<file path="src/rtl/tm1638_key_events.sv">
// Debounces the TM1638 key bus and queues press/release events behind a valid/ready handshake.
// Optional autorepeat is compiled in when TM1638_KEY_EVENT_REPEAT_EN is defined.
module tm1638_key_events #(
  parameter int clk_mhz     = 50,
  parameter int w_key       = 8,
  parameter int debounce_ms = 10,
  parameter int fifo_depth  = 4
) (
  input  logic                     clk,
  input  logic                     rst_n,
  input  logic [w_key-1:0]         keys_raw,
  output logic [w_key-1:0]         key_state,
  output logic                     ev_valid,
  input  logic                     ev_ready,
  output logic                     ev_press,
  output logic [$clog2(w_key)-1:0] ev_key,
  output logic                     overflow
);
  localparam int presc_max = clk_mhz * 1000 - 1;
  localparam int presc_w   = $clog2(clk_mhz * 1000);
  localparam int kw        = $clog2(w_key);
  localparam int cw        = $clog2(debounce_ms + 1);
  localparam int aw        = $clog2(fifo_depth);

  logic [presc_w-1:0] presc;
  logic               tick;

  assign tick = (presc == presc_w'(presc_max));

  always_ff @(posedge clk or negedge rst_n) begin
    if (!rst_n)    presc <= '0;
    else if (tick) presc <= '0;
    else           presc <= presc + 1'b1;
  end

  logic [w_key-1:0] stable;

  for (genvar gi = 0; gi < w_key; gi++) begin : g_deb
    logic [cw-1:0] cnt;
    logic          st;

    always_ff @(posedge clk or negedge rst_n) begin
      if (!rst_n) begin
        cnt <= '0;
        st  <= 1'b0;
      end else if (keys_raw[gi] == st) begin
        cnt <= '0;
      end else if (tick) begin
        if (cnt == cw'(debounce_ms - 1)) begin
          cnt <= '0;
          st  <= ~st;
        end else begin
          cnt <= cnt + 1'b1;
        end
      end
    end

    assign stable[gi] = st;
  end

  assign key_state = stable;

  // A key is pending while its stable level differs from the last level we queued for it.
  logic [w_key-1:0] reported;
  logic [w_key-1:0] pending;
  logic             pend_any;
  logic [kw-1:0]    pend_idx;

  assign pending = stable ^ reported;

  always_comb begin
    pend_any = 1'b0;
    pend_idx = '0;
    for (int i = w_key - 1; i >= 0; i--) begin
      if (pending[i]) begin
        pend_any = 1'b1;
        pend_idx = kw'(i);
      end
    end
  end

  logic [kw:0]   mem [fifo_depth];
  logic [aw-1:0] wr_ptr;
  logic [aw-1:0] rd_ptr;
  logic [aw:0]   count;
  logic          full;
  logic          pop;
  logic          push_req;
  logic          push;
  logic [kw:0]   push_data;
  logic [kw:0]   head;

  assign full     = (count == (aw + 1)'(fifo_depth));
  assign ev_valid = (count != '0);
  assign pop      = ev_valid && ev_ready;
  assign push     = push_req && !full;

`ifdef TM1638_KEY_EVENT_REPEAT_EN
  logic [8:0]    rep_cnt;
  logic          rep_first;
  logic          rep_armed;
  logic          rep_fire;
  logic          held_any;
  logic [kw-1:0] held_idx;

  always_comb begin
    held_any = 1'b0;
    held_idx = '0;
    for (int i = w_key - 1; i >= 0; i--) begin
      if (stable[i]) begin
        held_any = 1'b1;
        held_idx = kw'(i);
      end
    end
  end

  // Any change in the held set shows up as a pending bit, which restarts the timer.
  assign rep_armed = held_any && !pend_any;
  assign rep_fire  = rep_armed && tick && (rep_cnt == (rep_first ? 9'd499 : 9'd99));

  always_ff @(posedge clk or negedge rst_n) begin
    if (!rst_n) begin
      rep_cnt   <= '0;
      rep_first <= 1'b1;
    end else if (!rep_armed) begin
      rep_cnt   <= '0;
      rep_first <= 1'b1;
    end else if (tick) begin
      if (rep_fire) begin
        rep_cnt   <= '0;
        rep_first <= 1'b0;
      end else begin
        rep_cnt <= rep_cnt + 1'b1;
      end
    end
  end
`endif

  always_comb begin
    push_req  = pend_any;
    push_data = {stable[pend_idx], pend_idx};
`ifdef TM1638_KEY_EVENT_REPEAT_EN
    if (!pend_any && rep_fire) begin
      push_req  = 1'b1;
      push_data = {1'b1, held_idx};
    end
`endif
  end

  always_ff @(posedge clk) begin
    if (push) mem[wr_ptr] <= push_data;
  end

  always_ff @(posedge clk or negedge rst_n) begin
    if (!rst_n) begin
      wr_ptr   <= '0;
      rd_ptr   <= '0;
      count    <= '0;
      reported <= '0;
      overflow <= 1'b0;
    end else begin
      if (push) wr_ptr <= wr_ptr + 1'b1;
      if (pop)  rd_ptr <= rd_ptr + 1'b1;
      case ({push, pop})
        2'b10:   count <= count + 1'b1;
        2'b01:   count <= count - 1'b1;
        default: count <= count;
      endcase
      if (pend_any && !full) reported[pend_idx] <= ~reported[pend_idx];
      if (push_req && full)  overflow <= 1'b1;
    end
  end

  // Gate the head so the outputs read zero whenever the queue is empty.
  assign head     = mem[rd_ptr];
  assign ev_press = ev_valid & head[kw];
  assign ev_key   = ev_valid ? head[kw-1:0] : '0;

endmodule

</file>
<file path="config.mk">
export PLATFORM = sky130hd
export DESIGN_NAME = tm1638_key_events
export DESIGN_NICKNAME = d
export VERILOG_FILES = /design/src/rtl/tm1638_key_events.sv
export SDC_FILE = /design/constraint.sdc
export NUM_CORES = 1
export LEC_CHECK = 0
export CAP_MARGIN = 20
export CORE_UTILIZATION = 55
export CTS_CLUSTER_SIZE = 16
export DETAILED_ROUTE_END_ITERATION = 10
export PLACE_DENSITY = 0.74
export REMOVE_ABC_BUFFERS = 1
export SKIP_CTS_REPAIR_TIMING = 1
export SLEW_MARGIN = 10
export SYNTH_ARGS = -nofsm -noshare
export SYNTH_HDL_FRONTEND = slang
export SYNTH_SLANG_ARGS = --single-unit
</file>
<file path="constraint.sdc">
create_clock -name clk -period 3.3 [get_ports clk]
set_input_delay 0.66 -clock clk [delete_from_list [all_inputs] [get_ports clk]]
set_output_delay 0.66 -clock clk [all_outputs]
set_load 0.01 [all_outputs]
</file>
==> results of run 1 <==
-- how the worst min path moves through the flow --
stage	from	to	slack (ps)	cells past startpoint
after global routing	rst_n	rd_ptr[0]	130	1
after detailed placement	count[2]	count[2]	480	1
after global placement	overflow	overflow	460	1
final	rst_n	count[0]	140	1
after CTS	rst_n	rd_ptr[0]	130	1
after floorplan	rst_n	count[0]	360	0
-- per-layer routing --
metal | share of wire [%] | routed length [um]
met2 | 51 | 4220
met1 | 44 | 3660
met3 | 3.0 | 243
met4 | 1.4 | 112
met5 | 0 | 0
-- power by group through the flow --
| stage | clock network, mW | logic, mW | registers (mW) |
|---|---|---|---|
| after CTS | 0.825 | 1.01 | 1.47 |
| after global routing | 0.871 | 1.10 | 1.49 |
| final | 0.798 | 0.999 | 1.47 |
| after detailed placement | 0 | 1.00 | 1.50 |
| after floorplan | 0 | 0.692 | 1.46 |
| after global placement | 0 | 0.964 | 1.48 |
-- Yosys cell counts, drive strengths merged (3+ instances only) --
cell / n / area (um2)
nand4: 3 / 18.8
nor3b: 3 / 22.5
a311oi: 7 / 61.3
nand2: 45 / 169
a31o: 8 / 70.1
buf: 12 / 78.8
inv: 15 / 56.3
dfrtp: 72 / 1800
nor2: 45 / 169
ha: 20 / 250
a21oi: 28 / 140
edfxtp: 16 / 480
nor3: 16 / 85.1
xor2: 18 / 173
mux4: 4 / 90.1
a41oi: 7 / 61.3
mux2: 15 / 169
clkbuf: 8 / 30.0
and3: 3 / 18.8
nand3: 4 / 20.0
xnor2: 23 / 201
mux2i: 5 / 50.1
o21ai: 4 / 20.0
and2: 10 / 62.6
or3: 10 / 62.6
-- layout by cell type, fill, tap and decap left out, types with 13 or more instances in the layout --
cell type,count
sky130_fd_sc_hd__dfrtp_1,72
sky130_fd_sc_hd__nor2_1,45
sky130_fd_sc_hd__nand2_1,45
sky130_fd_sc_hd__a21oi_1,28
sky130_fd_sc_hd__xnor2_1,23
sky130_fd_sc_hd__clkdlybuf4s50_1,23
sky130_fd_sc_hd__ha_1,20
sky130_fd_sc_hd__xor2_1,16
sky130_fd_sc_hd__edfxtp_1,16
sky130_fd_sc_hd__inv_1,15
sky130_fd_sc_hd__nor3_1,15
sky130_fd_sc_hd__mux2_2,13
-- stage by stage --
stage	cells	TNS [ps]	hold WS [ps]
final	559	0	145
after floorplan	410	-1410	364
after global routing	559	0	130
after global placement	543	0	462
after CTS	559	0	134
after detailed placement	543	0	476
-- flip-flops by register name, summed over array words and instances (netlist names) --
register	count
count	3
reported	8
g_deb.st	8
overflow	1
g_deb.cnt	32
mem	16
presc	16
wr_ptr	2
rd_ptr	2
-- cells by family (layout without fill, tap and decap cells) --
group / Yosys count / in the layout
XOR/XNOR: 41 / 41
multiplexers: 24 / 24
flip-flops: 88 / 88
adder cells (fa/ha/maj): 21 / 21
AO/OA/AOI/OAI: 66 / 66
buffers and inverters: 35 / 59
AND/OR/NAND/NOR: 155 / 155
-- critical path, delay by kind of cell, from the launching register on --
| family | cells | cell delay (ps) |
|---|---|---|
| DFF | 1 | 550 |
| buffers and inverters | 1 | 460 |
| and+or+nand+nor | 1 | 160 |
| muxes | 1 | 550 |
-- cell type report --
type                    instances  area [um2]  area share [%]
clock buffers                  13         149            2.88
clock inverters                 3        65.1            1.26
inverters                      15        56.3            1.09
multi-input cells             307        2190            42.4
flip-flops and latches         88        2280            44.2
well taps                     105         131            2.55
repair buffers                 28         290            5.62
==> impl_table.tex, run 1 <==
\begin{tabular}{lr}
\hline
Metric & Value \\
\hline
\multicolumn{2}{l}{\textbf{Status}} \\
Run status & finished clean \\
\multicolumn{2}{l}{\textbf{Final layout}} \\
Antenna diode count & 0 \\
Design area & 5160 um2 \\
Core occupancy in the finished layout & between 60\% and 70\% \\
Share of final-layout standard cells stronger than drive strength 1 & 11.2\% \\
Layout overhead on the synthesized area & 11.6\% \\
\# nets final & 481 \\
Number of fill cells in the layout & 653 \\
\multicolumn{2}{l}{\textbf{Yosys}} \\
Mux contribution to synthesized area & approximately 6.7\% \\
Number of flops mapped to enable cells by yosys & 16 \\
Simple-gate share of the synthesized area & 16.5\% \\
Average cell area after synthesis & 10.8 um2 \\
Mapped cell area & about 4600 um2 \\
Number of unique standard cell types used by synthesis & 53 \\
Main combinational cell family by area after synthesis & simple AND/OR/NAND/NOR gates \\
Synthesis-stage register bit count & 88 \\
Proportion of synthesized chip area in sequential cells & around 49\% \\
Primary FF master, synth & sky130\_fd\_sc\_hd\_\_dfrtp\_1 \\
Cells after Synth & 430 \\
Post-Synth XOR/XNOR Area & 8.09\% \\
Post-synthesis share of cell area spent on full adders, half adders and majority gates & roughly 5.8\% \\
Proportion of register bits with asynchronous set or reset after synthesis & between 80\% and 90\% \\
Fraction of the mapped netlist area in compound gates & between 10\% and 20\% \\
Warning count from the yosys run & 0 \\
\multicolumn{2}{l}{\textbf{Power and ir drop}} \\
Pwr Density & about 630 nW/um2 \\
Proportion of power drawn by combinational gates & between 30\% and 40\% \\
Power spent charging and discharging nets & about 990 uW \\
Register share of total power & between 40 and 50\% \\
Static leakage power & about 2.2 nW \\
Internal power & roughly 2.3 mW \\
Clock share of power & between 20\% and 30\% \\
Worst VDD drop & around 0.27 mV \\
Overall power consumption & around 3.3 mW \\
Switch share & a little under a third \\
\multicolumn{2}{l}{\textbf{Setup path}} \\
Reg-to-Reg End & count[2] \\
Number of cell instances on the worst register-to-register path & 10 \\
Category of the critical setup timing path & reg -> out \\
Launching point of the worst reg2reg path & g\_deb[0].st \\
Maximum fanout along the worst path & 6 \\
Ordered cell list for the critical path & mux4\_2 > and2\_1 > clkdlybuf4s50\_1 \\
Crit path capture type & output pin \\
Critical path's slowest cell & sky130\_fd\_sc\_hd\_\_dfrtp\_1 \\
Critical Path AT & between 2000 and 2500 ps \\
Worst path required time & between 2000 and 3000 ps \\
Setup slack, reg-to-reg & around 620 ps \\
Worst setup startpoint & rd\_ptr[0] \\
Type of origin of the critical path & register \\
Crit path to & ev\_key[0] \\
Peak per-stage delay on the critical path & approximately 550 ps \\
\multicolumn{2}{l}{\textbf{Timing}} \\
RSZ-0062 raised after global routing & false \\
F\_max & between 300 and 400 MHz \\
Setup Viol. Count Final & 0 \\
Count of final hold-check violations & 0 \\
Max Clock Skew & between 6 and 7 ps \\
Minimum period implied by the final worst setup slack & approximately 2700 ps \\
Slew Limit Fails & 0 \\
Final worst-path cycle share & between 80\% and 90\% \\
Relative max-transition margin & 34.8\% \\
Transition at the pin with the smallest max-transition slack & between 900 and 1000 ps \\
Fin worst setup slack & $\sim$570 ps \\
\multicolumn{2}{l}{\textbf{Flow run}} \\
Max-cap viol count & 0 \\
\multicolumn{2}{l}{\textbf{Placement}} \\
Gpl congestion & between 0.8 and 0.9 \\
Dpl ws & between 600 and 700 ps \\
Area after detailed placement & about 4900 um2 \\
DP HPWL & between 5000 and 6000 um \\
Total of buffers placed on input and output ports & 24 \\
\multicolumn{2}{l}{\textbf{Clock tree}} \\
Clock sink count & 88 \\
Root buf cell & sky130\_fd\_sc\_hd\_\_clkbuf\_8 \\
Inserted Clock Buffers & 9 \\
Clock transition time at the flip-flop clock pins of the worst setup and hold paths & approximately 80 ps \\
Clock network latency to the later pin of the worst-skew pair & approximately 350 ps \\
Maximum root-to-sink buffer count & 2 \\
H-tree lvl count & 3 \\
CTS tree & yes \\
\multicolumn{2}{l}{\textbf{GRT}} \\
Met1 usage in global routing & between 20\% and 30\% \\
Pin count of the biggest net entering global routing & 67 \\
GR Layer Usage met2 & around a third \\
M3 GR Usage & under 10\% \\
Initial antenna violation count & 0 \\
Total global-route track usage & approximately a fifth \\
Most Used Layer, Global Route & met2 \\
Vias in the first global route & a little over 3000 \\
Overflow left after global routing & 0 \\
Wire length of the first global-routing pass & between 10000 and 15000 um \\
\multicolumn{2}{l}{\textbf{Routing}} \\
DRC violation total after the first TritonRoute iteration & between 200 and 250 \\
Via density per instance & 5.68 \\
Final WL & between 8000 and 9000 um \\
Residual DRC count & 0 \\
Wire length per cell & $\sim$15 um \\
Overall via count from detail\_route & about 3200 \\
Antenna Violating Nets Remaining & 0 \\
Detailed-router iteration count before antenna repair & 4 \\
\multicolumn{2}{l}{\textbf{Floorplan}} \\
Boundary pin count & 25 \\
Placeable core area & approximately 8200 um2 \\
Vertical die dimension & 93.7 um \\
Die outline area & a little under 9000 um2 \\
Floorplan die width & between 90 and 100 um \\
Starting utilization of the core area & a little under three fifths \\
Num rows & 33 \\
\multicolumn{2}{l}{\textbf{Min path}} \\
Type of the most critical hold path & in -> async \\
\hline
\end{tabular}
(Power assumes the default switching activity.)
==> run 2, diff against run 1 <==
clock period = 2.86 ns   (was 3.3 ns; I/O delays follow)
==> run 2 against run 1 <==
Compared with the run above:
- first-iteration DRC count shrank 40%
- largest cell class unchanged
- largest power group unchanged
- global-route usage grew 1.4 points
- critical path depth is the same
==> impl_table.tex, run 2 (same netlist as run 1, synthesis figures left out) <==
\begin{tabular}{lr}
\hline
Metric & Value \\
\hline
\multicolumn{2}{l}{\textbf{Timing}} \\
Max Clock Skew & 15.5 ps (was 6.05 ps) \\
Minimum period implied by the final worst setup slack & approximately 2700 ps \\
Transition at the pin with the smallest max-transition slack & 663 ps (was 978 ps) \\
Worst Hold Slack & 233 ps (was 145 ps) \\
Final worst-path cycle share & between 90 and 100\% \\
Count of final hold-check violations & 0 (unchanged) \\
F\_max & 376 MHz \\
Setup Viol. Count Final & 0 (unchanged) \\
Slew Limit Fails & 0 (unchanged) \\
Relative max-transition margin & 55.8\% (was 34.8\%) \\
RSZ-0062 raised after global routing & false (unchanged) \\
\multicolumn{2}{l}{\textbf{Setup path}} \\
Maximum fanout along the worst path & 6 (unchanged) \\
Ordered cell list for the critical path & mux4\_2 > and2\_1 > clkdlybuf4s50\_1 (unchanged) \\
Peak per-stage delay on the critical path & 550 ps (about the same) \\
Number of buffers and inverters on the critical path & 1 (unchanged) \\
Crit path max-delay family & flip-flops (unchanged) \\
Worst path required time & 2290 ps (was 2640 ps) \\
Critical Path AT & 2090 ps (was 2070 ps) \\
Category of the critical setup timing path & reg -> out (unchanged) \\
Type of origin of the critical path & register (unchanged) \\
Crit path capture type & output pin (unchanged) \\
Critical path's slowest cell & sky130\_fd\_sc\_hd\_\_dfrtp\_1 (unchanged) \\
\multicolumn{2}{l}{\textbf{Power and ir drop}} \\
Overall power consumption & 3.76 mW (was 3.26 mW) \\
Static leakage power & 2.19 nW (was 2.16 nW) \\
Pwr Density & 724 nW/um2 (was 632 nW/um2) \\
Worst VDD drop & 0.342 mV (was 0.267 mV) \\
\multicolumn{2}{l}{\textbf{Floorplan}} \\
Die outline area & 8780 um2 (unchanged) \\
Vertical die dimension & 93.7 um (unchanged) \\
Floorplan die width & 93.7 um (unchanged) \\
Placeable core area & 8180 um2 (unchanged) \\
Boundary pin count & 25 (unchanged) \\
Num rows & 33 (unchanged) \\
Starting utilization of the core area & 56.6\% (unchanged) \\
\multicolumn{2}{l}{\textbf{Clock tree}} \\
Clock network latency to the later pin of the worst-skew pair & 370 ps (was 350 ps) \\
Root buf cell & sky130\_fd\_sc\_hd\_\_clkbuf\_8 (unchanged) \\
CTS tree & yes (unchanged) \\
Clock sink count & 88 (unchanged) \\
Clock transition time at the flip-flop clock pins of the worst setup and hold paths & 90 ps (was 80 ps) \\
Maximum root-to-sink buffer count & 2 (unchanged) \\
Inserted Clock Buffers & 9 (unchanged) \\
H-tree lvl count & 3 (unchanged) \\
\multicolumn{2}{l}{\textbf{Routing}} \\
Residual DRC count & 0 (unchanged) \\
Overall via count from detail\_route & 3197 (was 3175) \\
Via density per instance & 5.63 (was 5.68) \\
Detailed-router iteration count before antenna repair & 4 (unchanged) \\
Antenna Violating Nets Remaining & 0 (unchanged) \\
Wire length per cell & 15.3 um (was 14.7 um) \\
DRC violation total after the first TritonRoute iteration & 126 (was 210) \\
Final WL & 8660 um (was 8230 um) \\
\multicolumn{2}{l}{\textbf{Status}} \\
Run status & finished clean (unchanged) \\
\multicolumn{2}{l}{\textbf{Final layout}} \\
Register with the most flip-flops & g\_deb.cnt (unchanged) \\
\# nets final & 490 (was 481) \\
Largest regs & g\_deb.cnt x32, mem x16, presc x16 (unchanged) \\
Multi-input logic area & 2190 um2 (unchanged) \\
Number of fill cells in the layout & 674 (was 653) \\
Commonest non-fill, non-tap cell in the layout & sky130\_fd\_sc\_hd\_\_dfrtp\_1 (unchanged) \\
Antenna diode count & 0 (unchanged) \\
Share of final-layout standard cells stronger than drive strength 1 & 13.6\% (was 11.2\%) \\
Register Area & 2280 um2 (unchanged) \\
Flip-flop count of the largest register, all copies and words added & 32 (unchanged) \\
Number of standard cells in the final layout excluding fillers & 568 (was 559) \\
Core occupancy in the finished layout & 63.5\% (was 63.1\%) \\
Most used cells in the layout excluding fill and tap cells & sky130\_fd\_sc\_hd\_\_dfrtp\_1, sky130\_fd\_sc\_hd\_\_nor2\_1, sky130\_fd\_sc\_hd\_\_nand2\_1 (unchanged) \\
Layout overhead on the synthesized area & 12.3\% (was 11.6\%) \\
\multicolumn{2}{l}{\textbf{Min path}} \\
Type of the most critical hold path & in -> async (unchanged) \\
\multicolumn{2}{l}{\textbf{Placement}} \\
DP HPWL & 6250 um (was 5920 um) \\
Cell Count Post-Placement & 552 (was 543) \\
Total of buffers placed on input and output ports & 24 (unchanged) \\
Gpl congestion & 0.864 (was 0.847) \\
\multicolumn{2}{l}{\textbf{GRT}} \\
Vias in the first global route & 3170 (was 3075) \\
Wire length of the first global-routing pass & 14800 um (was 14100 um) \\
Overflow left after global routing & 0 (unchanged) \\
Total global-route track usage & 22.1\% (was 20.7\%) \\
Pin count of the biggest net entering global routing & 30 (was 67) \\
Initial antenna violation count & 0 (unchanged) \\
\multicolumn{2}{l}{\textbf{Flow run}} \\
Max-cap viol count & 0 (unchanged) \\
\hline
\end{tabular}
[run 2: cell count changes in the layout (fill, tap and decap cells not counted)]
cell / change
sky130_fd_sc_hd__clkinvlp_4: +1
sky130_fd_sc_hd__clkbuf_1: -3
sky130_fd_sc_hd__buf_4: +11
sky130_fd_sc_hd__bufinv_16: -1
sky130_fd_sc_hd__clkbuf_8: +1
sky130_fd_sc_hd__clkinv_2: +1
sky130_fd_sc_hd__buf_12: -2
sky130_fd_sc_hd__inv_4: +1
[run 2: power by group]
part           internal, mW  switching [mW]  leakage [nW]
Sequential             1.55           0.141          1.10
Clock                 0.449           0.443         0.106
Combinational         0.577           0.603         0.983
[run 2: stage by stage]
step / setup TNS (ps) / setup slack, ps / area, um2
global placement: 0 / 533 / 4990
finish: 0 / 197 / 5190
CTS: 0 / 154 / 5190
global route: 0 / 91.9 / 5190
floorplan: -12480 / -871 / 4520
detailed placement: 0 / 454 / 4990
[run 2: worst register-to-register path, cell delays in order, from the launching register on]
cell	delay, ps
sky130_fd_sc_hd__dfrtp_1	440
sky130_fd_sc_hd__or4b_1	590
sky130_fd_sc_hd__nor4_4	340
sky130_fd_sc_hd__buf_4	370
sky130_fd_sc_hd__nand2_1	130
sky130_fd_sc_hd__or3_1	350
sky130_fd_sc_hd__a21oi_1	150
[run 2: final cells by class]
class,count,share of cell area (%)
Tap cell,105,2.53
Inverter,15,1.08
Clock buffer,11,2.91
Multi-Input combinational cell,307,42.1
Sequential cell,88,43.9
Timing Repair Buffer,37,6.41
Clock inverter,5,1.04
[run 2: path summary, 6_finish.rpt]
check                           from         endpoint  slack (ps)  depth (start not counted)
setup / recovery           rd_ptr[0]        ev_key[0]         200                          3
hold / removal                 rst_n      reported[0]         230                          1
setup reg to reg           presc[11]  g_deb[1].cnt[2]         420                          6
hold reg to reg             overflow         overflow         470                          1
max in group asynchronous      rst_n      g_deb[2].st        1860                          2
min in group clk            overflow         overflow         470                          1
[run 2: layer usage]
| layer | wire, um | track usage (%) | share of wire, % |
|---|---|---|---|
| met1 | 4010 | 28.1 | 46 |
| met2 | 4330 | 37.5 | 50 |
| met3 | 171 | 3.40 | 2.0 |
| met4 | 157 | 9.23 | 1.8 |
| met5 | 0 | 0 | 0 |
==> RTL edit, RTL diff (settings of run 1) <==
Build with the macro `TM1638_KEY_EVENT_REPEAT_EN` defined.
--- a/src/rtl/tm1638_key_events.sv
+++ b/src/rtl/tm1638_key_events.sv
@@ -1,5 +1,7 @@
 // Debounces the TM1638 key bus and queues press/release events behind a valid/ready handshake.
 // Optional autorepeat is compiled in when TM1638_KEY_EVENT_REPEAT_EN is defined.
+`define TM1638_KEY_EVENT_REPEAT_EN
+
 module tm1638_key_events #(
   parameter int clk_mhz     = 50,
   parameter int w_key       = 8,
Function: same outputs for any inputs over 10 cycles, from zero or initial values and one cycle with rst_n low; that may be too few to reach the edited logic, so the function may still have changed.
==> RTL edit against run 1 <==
  * Cell count up 28%
  * Synthesized area grew 18%
  * Setup slack worse by 320 ps
  * Total power grew 5.1%
  * Clock power is 16% lower
  * Final area up 15%
  * Critical path depth grew 9
  * Sequential cell count grew 10
  * Largest power group unchanged
  * Routed wire length is 29% higher
  * Die area increased by 17%
  * Highest routed layer unchanged
==> RTL edit: results (changes against run 1) <==
[run_status]
status = finished, final reports clean  ; unchanged

[routing]
routed_via_density = 5.75  ; was 5.68
wl_met1_um = 4950  ; was 3660 um
wl_met3_um = 408  ; was 243 um
routed-wl-met2_um = 5120  ; was 4220 um

[power]
peakVddDrop_uv = 316  ; was 267 uV
p_seq_share_pct = 45.2  ; was 44.9%

[setup_path]
worst-endpoint-arrival_ps = 3300  ; was 2070 ps
slowest_stage = or4_1  ; was dfrtp_1
r2r_slack_ps = 250  ; was 620 ps
crit_family = simple AND/OR/NAND/NOR gates  ; was flip-flops
crit_fanout = 7  ; was 6
reg2reg_depth = 12  ; was 10
timing.rr.start = rep_cnt[4]$_DFFE_PN0P_  ; was g_deb[0].st$_DFFE_PN0P_

[place]
placed_cells = 700  ; was 543
dp_hpwl_um = 7430  ; was 5920 um

[synthesis]
synth_area_per_cell_sq_um = 9.66  ; was 10.8 sq um
synth_cell_types = 60  ; was 53
yosysSeqAreaShare_pct = 46.6  ; was 49.3%
ys_async_sr_fraction_pct = 83.7  ; was 81.8%

[final_layout]
drive_above_1_share_pct = 9.69  ; was 11.2%
fin_nets = 616  ; was 481
final_cells = 717  ; was 559

[global_route]
grt_max_degree = 83  ; was 67
met3_usage_pct = 2.90  ; was 5.18%
grt_pass1_wl_um = 17700  ; was 14,100 um
met2_usage_pct = 36.5  ; was 34.7%

[sta]
clock_skew_ps = 15.0  ; was 6.05 ps

[floorplan]
fp-row-count = 35  ; was 33

[RTL edit: cell count changes after synthesis, sizes merged, moves of 7 or more]
cell / before / now
dfrtp: 72 / 81
mux2: 15 / 8
nand2: 45 / 62
nand3: 4 / 25
nor2: 45 / 68
nor3: 16 / 29
o21ai: 4 / 23
[RTL edit: worst max path at each step]
stage                     slack, ps  cells after the start              endpoint               startpoint
final                           250                     12  count[2]$_DFFE_PN0P_   rep_cnt[4]$_DFFE_PN0P_
after global routing             70                     10  count[1]$_DFFE_PN0P_   rep_cnt[4]$_DFFE_PN0P_
after CTS                       250                     12  count[2]$_DFFE_PN0P_   rep_cnt[4]$_DFFE_PN0P_
after detailed placement        250                     12  count[2]$_DFFE_PN0P_   rep_cnt[4]$_DFFE_PN0P_
after global placement          400                     12  count[2]$_DFFE_PN0P_  g_deb[6].st$_DFFE_PN0P_
after floorplan                -240                     10  count[1]$_DFFE_PN0P_  g_deb[6].st$_DFFE_PN0P_
[RTL edit: cell type report]
type                    instances  area, sq um  share of cell area, %
clock buffers                  10          128                   2.14
clock inverters                 6         33.8                  0.567
inverters                      18         67.6                   1.13
multi-input cells             417         2670                   44.7
flip-flops and latches         98         2530                   42.5
well taps                     129          161                   2.71
repair buffers                 39          370                   6.21
[RTL edit: per-stage QoR]
step	util [%]	hold WS, ps	setup TNS, ps	worst slack [ps]
after floorplan	-	364	-476	-238
after global placement	61.3	444	0	398
after detailed placement	61.3	447	0	250
after CTS	63.0	470	0	250
after global routing	63.3	185	0	69.8
final	63.3	180	0	246
[RTL edit: cells by family after synthesis]
logic type / share of synthesized area (%)
and+or+nand+nor: 22.1
DFF: 46.6
AOI/OAI and AO/OA: 11.2
buffers and inverters: 4.35
xor gates and xnor gates: 7.20
adders and majority gates: 5.20
muxes: 3.31
